--- src/rtl/pipe_hazard_ctrl.sv ---
// Stall/flush sequencer for the 5-stage MIPS pipeline.
// Optional perf counters under `STALL_PERF_CNT_EN.
module pipe_hazard_ctrl #(
  parameter int MULT_CYC = 5,
  parameter int DIV_CYC  = 10
) (
  input  logic        clk,
  input  logic        reset,
  input  logic [4:0]  D_rs_addr,
  input  logic [4:0]  D_rt_addr,
  input  logic [1:0]  D_rs_tuse,
  input  logic [1:0]  D_rt_tuse,
  input  logic        D_is_md,
  input  logic [4:0]  E_wr_addr,
  input  logic [1:0]  E_tnew,
  input  logic [4:0]  M_wr_addr,
  input  logic [1:0]  M_tnew,
  input  logic        E_md_start,
  input  logic        E_md_is_div,
  input  logic        M_exc_req,
  input  logic        M_eret,
  output logic        PC_en,
  output logic        FD_en,
  output logic        FD_flush,
  output logic        DE_flush,
  output logic        EM_flush,
  output logic        MW_flush,
  output logic        md_busy,
  output logic        stall
`ifdef STALL_PERF_CNT_EN
  ,
  output logic [31:0] stall_cycles,
  output logic [15:0] flush_count
`endif
);

  typedef enum logic {
    S_IDLE = 1'b0,
    S_BUSY = 1'b1
  } md_state_t;

  localparam logic [3:0] LP_MULT = MULT_CYC[3:0];
  localparam logic [3:0] LP_DIV  = DIV_CYC[3:0];

  md_state_t  r_state;
  md_state_t  w_state_nxt;
  logic [3:0] r_cnt;
  logic [3:0] w_cnt_nxt;

  logic w_rs_stall;
  logic w_rt_stall;
  logic w_md_stall;
  logic w_md_busy;
  logic w_stall;
  logic w_flush;

  always_comb begin
    w_rs_stall = (D_rs_addr != 5'd0) &&
      ((E_wr_addr == D_rs_addr && E_tnew > D_rs_tuse) ||
       (M_wr_addr == D_rs_addr && M_tnew > D_rs_tuse));
    w_rt_stall = (D_rt_addr != 5'd0) &&
      ((E_wr_addr == D_rt_addr && E_tnew > D_rt_tuse) ||
       (M_wr_addr == D_rt_addr && M_tnew > D_rt_tuse));
  end

  always_ff @(posedge clk) begin
    if (reset) begin
      r_state <= S_IDLE;
      r_cnt   <= 4'd0;
    end else begin
      r_state <= w_state_nxt;
      r_cnt   <= w_cnt_nxt;
    end
  end

  // Starts arriving while BUSY are dropped; D would have stalled them.
  always_comb begin
    w_state_nxt = r_state;
    w_cnt_nxt   = r_cnt;
    unique case (r_state)
      S_IDLE: begin
        if (E_md_start) begin
          w_state_nxt = S_BUSY;
          w_cnt_nxt   = E_md_is_div ? LP_DIV : LP_MULT;
        end
      end
      S_BUSY: begin
        if (r_cnt <= 4'd1) begin
          w_state_nxt = S_IDLE;
          w_cnt_nxt   = 4'd0;
        end else begin
          w_cnt_nxt = r_cnt - 4'd1;
        end
      end
      default: begin
        w_state_nxt = S_IDLE;
        w_cnt_nxt   = 4'd0;
      end
    endcase
  end

  always_comb begin
    w_md_busy  = (r_state == S_BUSY) || E_md_start;
    w_md_stall = D_is_md && w_md_busy;
    w_stall    = w_rs_stall || w_rt_stall || w_md_stall;
    w_flush    = M_exc_req || M_eret;
  end

  // Flush wins over stall; M still retires.
  always_comb begin
    PC_en    = !w_stall || w_flush;
    FD_en    = !w_stall || w_flush;
    FD_flush = w_flush;
    DE_flush = w_stall || w_flush;
    EM_flush = w_flush;
    MW_flush = 1'b0;
    md_busy  = w_md_busy;
    stall    = w_stall;
  end

`ifdef STALL_PERF_CNT_EN
  logic [31:0] r_stall_cycles;
  logic [15:0] r_flush_count;

  always_ff @(posedge clk) begin
    if (reset) begin
      r_stall_cycles <= 32'd0;
      r_flush_count  <= 16'd0;
    end else begin
      if (w_stall && !w_flush)
        r_stall_cycles <= r_stall_cycles + 32'd1;
      if (w_flush)
        r_flush_count <= r_flush_count + 16'd1;
    end
  end

  assign stall_cycles = r_stall_cycles;
  assign flush_count  = r_flush_count;
`endif

endmodule
--- config.mk ---
export PLATFORM = sky130hd
export DESIGN_NAME = pipe_hazard_ctrl
export DESIGN_NICKNAME = d
export VERILOG_FILES = /design/src/rtl/pipe_hazard_ctrl.sv
export SDC_FILE = /design/constraint.sdc
export NUM_CORES = 1
export LEC_CHECK = 0
export CORE_MARGIN = 3
export CORE_UTILIZATION = 40
export DETAILED_ROUTE_END_ITERATION = 6
export PLACE_DENSITY_LB_ADDON = 0.15
export SYNTH_ARGS = -nofsm -noshare
export SYNTH_HDL_FRONTEND = slang
export SYNTH_SLANG_ARGS = --single-unit
--- constraint.sdc ---
create_clock -name clk -period 5.9 [get_ports clk]
set_clock_uncertainty 0.15 [all_clocks]
set_input_delay 1.18 -clock clk [delete_from_list [all_inputs] [get_ports clk]]
set_output_delay 1.18 -clock clk [all_outputs]
set_load 0.02 [all_outputs]
Word level (Yosys, flattened, before mapping)
Index checks and enable logic that the tools add are counted.
- flip-flop bits (word level): 5
- bits of input ports: 35
- output and inout port bits: 8
- logic and storage cells: 39
- add/sub/neg operators: 1
- $lt $le $gt $ge: 5
- equal/unequal tests: 5
- multiplexer cells: 7
- bitwise operators: 1
- reduce and logical (&&, ||, !) cells: 18
- operators with widths (operator ; number):
    $eq 5x5->1 ; 4
    $mux 4 ; 3
    $reduce_bool 5->1 ; 2
    $gt 2x2->1 ; 4
    $logic_or 1x1->1 ; 8
    $pmux 4 s2 ; 1
    $logic_and 1x1->1 ; 7
    $le 4x1->1 const B ; 1
    $sub 4x1->4 const B ; 1
    $mux 1 ; 2
    $ne 2x2->1 const B ; 1
    $pmux 1 s2 ; 1
    $logic_not 1->1 ; 1
    $not 1->1 ; 1

Logic depth before layout (Yosys ltp)
- depth after elaboration: 8
- depth in mapped cells: 8
- gate-level depth less buffers: 7

Least setup slack after synthesis
Ideal clock, no wire load.
- path kind: input -> output
- start: input D_rs_tuse[1]
- end: output PC_en
- data arrival time: 2.537 ns
- data required time: 4.570 ns
- path slack: 2.033 ns
- stages: 8
- buffers on the path: 1
- cell sequence: inv_1 > ha_1 > nand2_1 > nand4_1 > nor4_2 > o22ai_1 > a31o_1 > buf_4
- longest elaborated chain between the ends: 8
- elaborated cells on any way between the ends: 10
- those cells by class: order compare (2); reduce/logical (8)
- ends and longest elaborated chain (what ; line ; RTL):
    from (decl) ; 11 ; input logic [1:0] D_rs_tuse,
    $gt 2x2->1 (on tied branches) ; 59, 60 ;
    $logic_and 1x1->1 (on tied branches) ; 59, 60 ;
    $logic_or 1x1->1 * ; 59 ; ((E_wr_addr == D_rs_addr && E_tnew > D_rs_tuse) ||
    $logic_and 1x1->1 * ; 58 ; w_rs_stall = (D_rs_addr != 5'd0) &&
    $logic_or 1x1->1 * (2 in series) ; 105 ; w_stall = w_rs_stall || w_rt_stall || w_md_stall;
    $logic_not 1->1 * ; -- ;
    $logic_or 1x1->1 * ; -- ;
    to (decl) ; 22 ; output logic PC_en,
Every way passes the cells marked *; elsewhere a longest branch is shown, timed or not.

Worst setup path after layout
- start: input D_rs_tuse[1]
- end: output FD_en
- longest elaborated chain between the ends: 8
- elaborated cells on any way between the ends: 10
- those cells by class: order compare (2); reduce/logical (8)
- ends and longest elaborated chain (what ; line ; RTL):
    $gt 2x2->1 (on tied branches) ; 59, 60 ;
    $logic_and 1x1->1 (on tied branches) ; 59, 60 ;
    $logic_or 1x1->1 * ; 59 ;
    $logic_and 1x1->1 * ; 58 ;
    $logic_or 1x1->1 * (2 in series) ; 105 ;
    $logic_not 1->1 * ; 112 ; FD_en = !w_stall || w_flush;
    $logic_or 1x1->1 * ; 112 ;
    to (decl) ; 23 ; output logic FD_en,
Marks and branches as above.

==> metrics.md <==
| Metric | Value |
|---|---|
| Post-Syn Instances | 98 |
| Setup Crit Path Kind | in2out |
| Worst EP arrival | 3.42 ns |
| Input/output buffers | 41 |
| Die Area | 2436 um2 |
| Post-place setup slack | 1.140 ns |
| Worst Tran Pin Value | 0.4962 ns |
| Post-DR vias/cell | 5.079 |
| Final instance area | 1197 um2 |
| Core Region | 1745 um2 |
| RSZ-0062 raised after global routing | no |
| Detailed placement HPWL | 1.789 mm |
| Fin cells | 165 |
| ANT cells | 0 |
| Root Driver | clkbuf_4 |
| Pre-antenna DRT Iters | 4 |
| WP data required | 4.57 ns |
| Max-cap viol count | 0 |
| Grt total ovfl | 0 |
| Top_reg_cell synth | dfxtp_1 |
| Max-Slew Margin vs Limit | 0.6664 |
| Element type at the critical path start | input port |
| Post-CTS Repair Setup Buffers | 0 |
| Worst Hold End | r_cnt[1]$_SDFFE_PP0N_ |
| Synthesized net count | 143 |
| Worst Hold Class | reg2reg |
| Power density cells | 143.3 nW/um2 |
| Dpl cell area | 1171 um2 |
| Setup TNS | 0 ns |
| CTS tree | done |
| Synth warn | 0 |
| Worst reg-to-reg setup slack | 4.26 ns |
| Placed Instances | 161 |
| GP Congestion | 0.8958 |
| FILL cells | 156 |
| Clock Path Buffers | 2 |
| Fin nets | 186 |
| Die W | 49.36 um |
| CTS clock-pin slew for the worst setup and hold paths | 0.04 ns |
| Synth cell types | 25 |
| CP max FO | 3 |
| Hold_sp | r_cnt[1]$_SDFFE_PP0N_ |
| CTS sink count | 5 |
| Mapped cell area | 752.0 um2 |
| Drc violations | 0 |
| Worst reg2reg path endpoint | r_cnt[0]$_SDFFE_PP0N_ |
| Vias in the first global route | 752 |
| Cells on worst reg2reg path | 7 |
| F_max | 210.6 MHz |
| Post-synth EDFFs | 0 |
| Share of cells above drive strength 1 | 0.03571 |
| Setup ws final | 1.153 ns |
| Final-report hold violation count | 0 |
| Rows | 15 |
| # hold bufs at CTS | 0 |
| Starting Density | 0.4308 |
| Largest net degree at the start of global routing | 7 |
| ANT nets after route | 0 |
| Final core occ | 0.6860 |
| Post-CTS Resized | 0 |
| # setup viols final | 0 |
| Period utilisation layout | 0.8046 |
| Outcome | complete, no violations |
| Endpoint type of the worst setup path | output port |
| Post-Route WL | 2.013 mm |
| Initial antenna violation count | 0 |
| WL/cell | 12.20 um |
| Fraction of registers with async set/reset | 0 |
| Minimum clock period after layout | 4.747 ns |
| Maximum vdd drop | 149.2 uV |
| IO Count | 43 |
| First-pass GRT wire length | 3.422 mm |
| Worst hold stages | 2 |
| Final slew viol count | 0 |
| Die H | 49.36 um |
| Worst-Skew Late Latency | 0.25 ns |
| Area grow syn2layout | 59.23% |
| Via count | 838 |
| Origin of the critical flop-to-flop path | r_cnt[0]$_SDFFE_PP0N_ |
| P_leak | 0.4886 nW |
| Register area share after synthesis | 0.1331 |
| CTS Buf Count | 3 |
| Syn Area/Cell | 7.673 um2 |
| Seq cells post-synth | 5 |
| Overall Global Routing Usage | 0.1819 |
| DRT iter0 DRCs | 19 |
| H-tree depth | 1 |
==> final cells by class <==
class	count	area, um2	share of cell area
Timing Repair Buffer	41	410.4	0.3427
Tap cell	25	31.28	0.02612
Clock buffer	4	26.28	0.02194
Inverter	12	45.04	0.03762
Multi-Input combinational cell	78	584.3	0.4880
Sequential cell	5	100.1	0.08359
==> through the flow <==
step | total power [mW] | hold WS (ns)
floorplan | 0.08983 | 0.3362
global placement | 0.1298 | 0.3723
detailed placement | 0.1317 | 0.3846
CTS | 0.1729 | 0.3933
global route | 0.1872 | 0.4313
finish | 0.1716 | 0.3878
==> per-layer routing <==
layer / vias up / GRT usage / part of all wire
met2: 40 / 0.2813 / 0.46
met5: - / 0 / 0
li1: 428 / - / -
met3: 3 / 0.07645 / 0.10
met4: 0 / 0.05687 / 0.0055
met1: 367 / 0.2261 / 0.44
==> synthesized netlist by cell type (2+ instances only) <==
cell type / count / area share
a211oi_1: 4 / 0.040
a21o_1: 2 / 0.020
a21oi_1: 8 / 0.053
buf_4: 3 / 0.030
dfxtp_1: 5 / 0.13
ha_1: 10 / 0.17
inv_1: 12 / 0.060
nand2_1: 5 / 0.025
nand4_1: 4 / 0.033
nor2_1: 5 / 0.025
nor3_1: 3 / 0.020
nor4_1: 3 / 0.025
o22ai_1: 2 / 0.017
o31ai_1: 2 / 0.020
or4_1: 2 / 0.020
xnor2_1: 12 / 0.14
xor2_1: 8 / 0.093
==> placed cells by master (no fill, tap or decap) <==
cell	instances
ha_1	10
xor2_1	8
a21oi_1	8
or4_1	2
a211oi_1	4
a31o_1	1
nand3_1	1
o31ai_1	2
nand2_1	5
a21o_1	2
xnor2_1	12
clkbuf_4	3
nor3_1	3
clkbuf_1	1
nand4b_1	1
or2_2	1
nand4_1	4
inv_1	12
dfxtp_1	5
nor2_1	5
o22ai_1	2
nor4_1	3
o21a_1	1
clkdlybuf4s50_1	41
o21bai_1	1
conb_1	1
nor4_2	1
==> power by group <==
part / internal [mW] / switching [mW] / total, mW / leakage [nW]
clock: 0.0256 / 0.0148 / 0.0404 / 0.0150
sequential: 0.0381 / 0.00505 / 0.0432 / 0.0415
combinational: 0.0487 / 0.0393 / 0.0880 / 0.432
==> state kept, by name, indices dropped and copies added, names as in the netlist <==
signal and count:
r_cnt 4, r_state 1
==> worst max-delay path by stage <==
stage | to | from | depth (start not counted)
5_1_grt | FD_en | D_rt_tuse[1] | 9
2_1_floorplan | PC_en | D_rs_tuse[1] | 8
6_report | FD_en | D_rs_tuse[1] | 9
3_5_place_dp | FD_en | D_rs_tuse[1] | 9
4_1_cts | FD_en | D_rs_tuse[1] | 9
3_3_place_gp | FD_en | D_rs_tuse[1] | 9
==> cell families after synthesis <==
group           Yosys count  synth area share
buf+inv                  15           0.08984
compound gates           21            0.1814
simple gates             26            0.1913
flops                     5            0.1331
fa+ha+maj                10            0.1664
other cells               1          0.004987
xor+xnor                 20            0.2329
==> worst max-delay path, stage by stage <==
cell and delay [ns]:
clkdlybuf4s50_1 0.45, inv_1 0.05, ha_1 0.30, nand2_1 0.07
nand4_1 0.09, nor4_1 0.28, o22ai_1 0.19, a31o_1 0.25
clkdlybuf4s50_1 0.54
(Power assumes the default switching activity.)
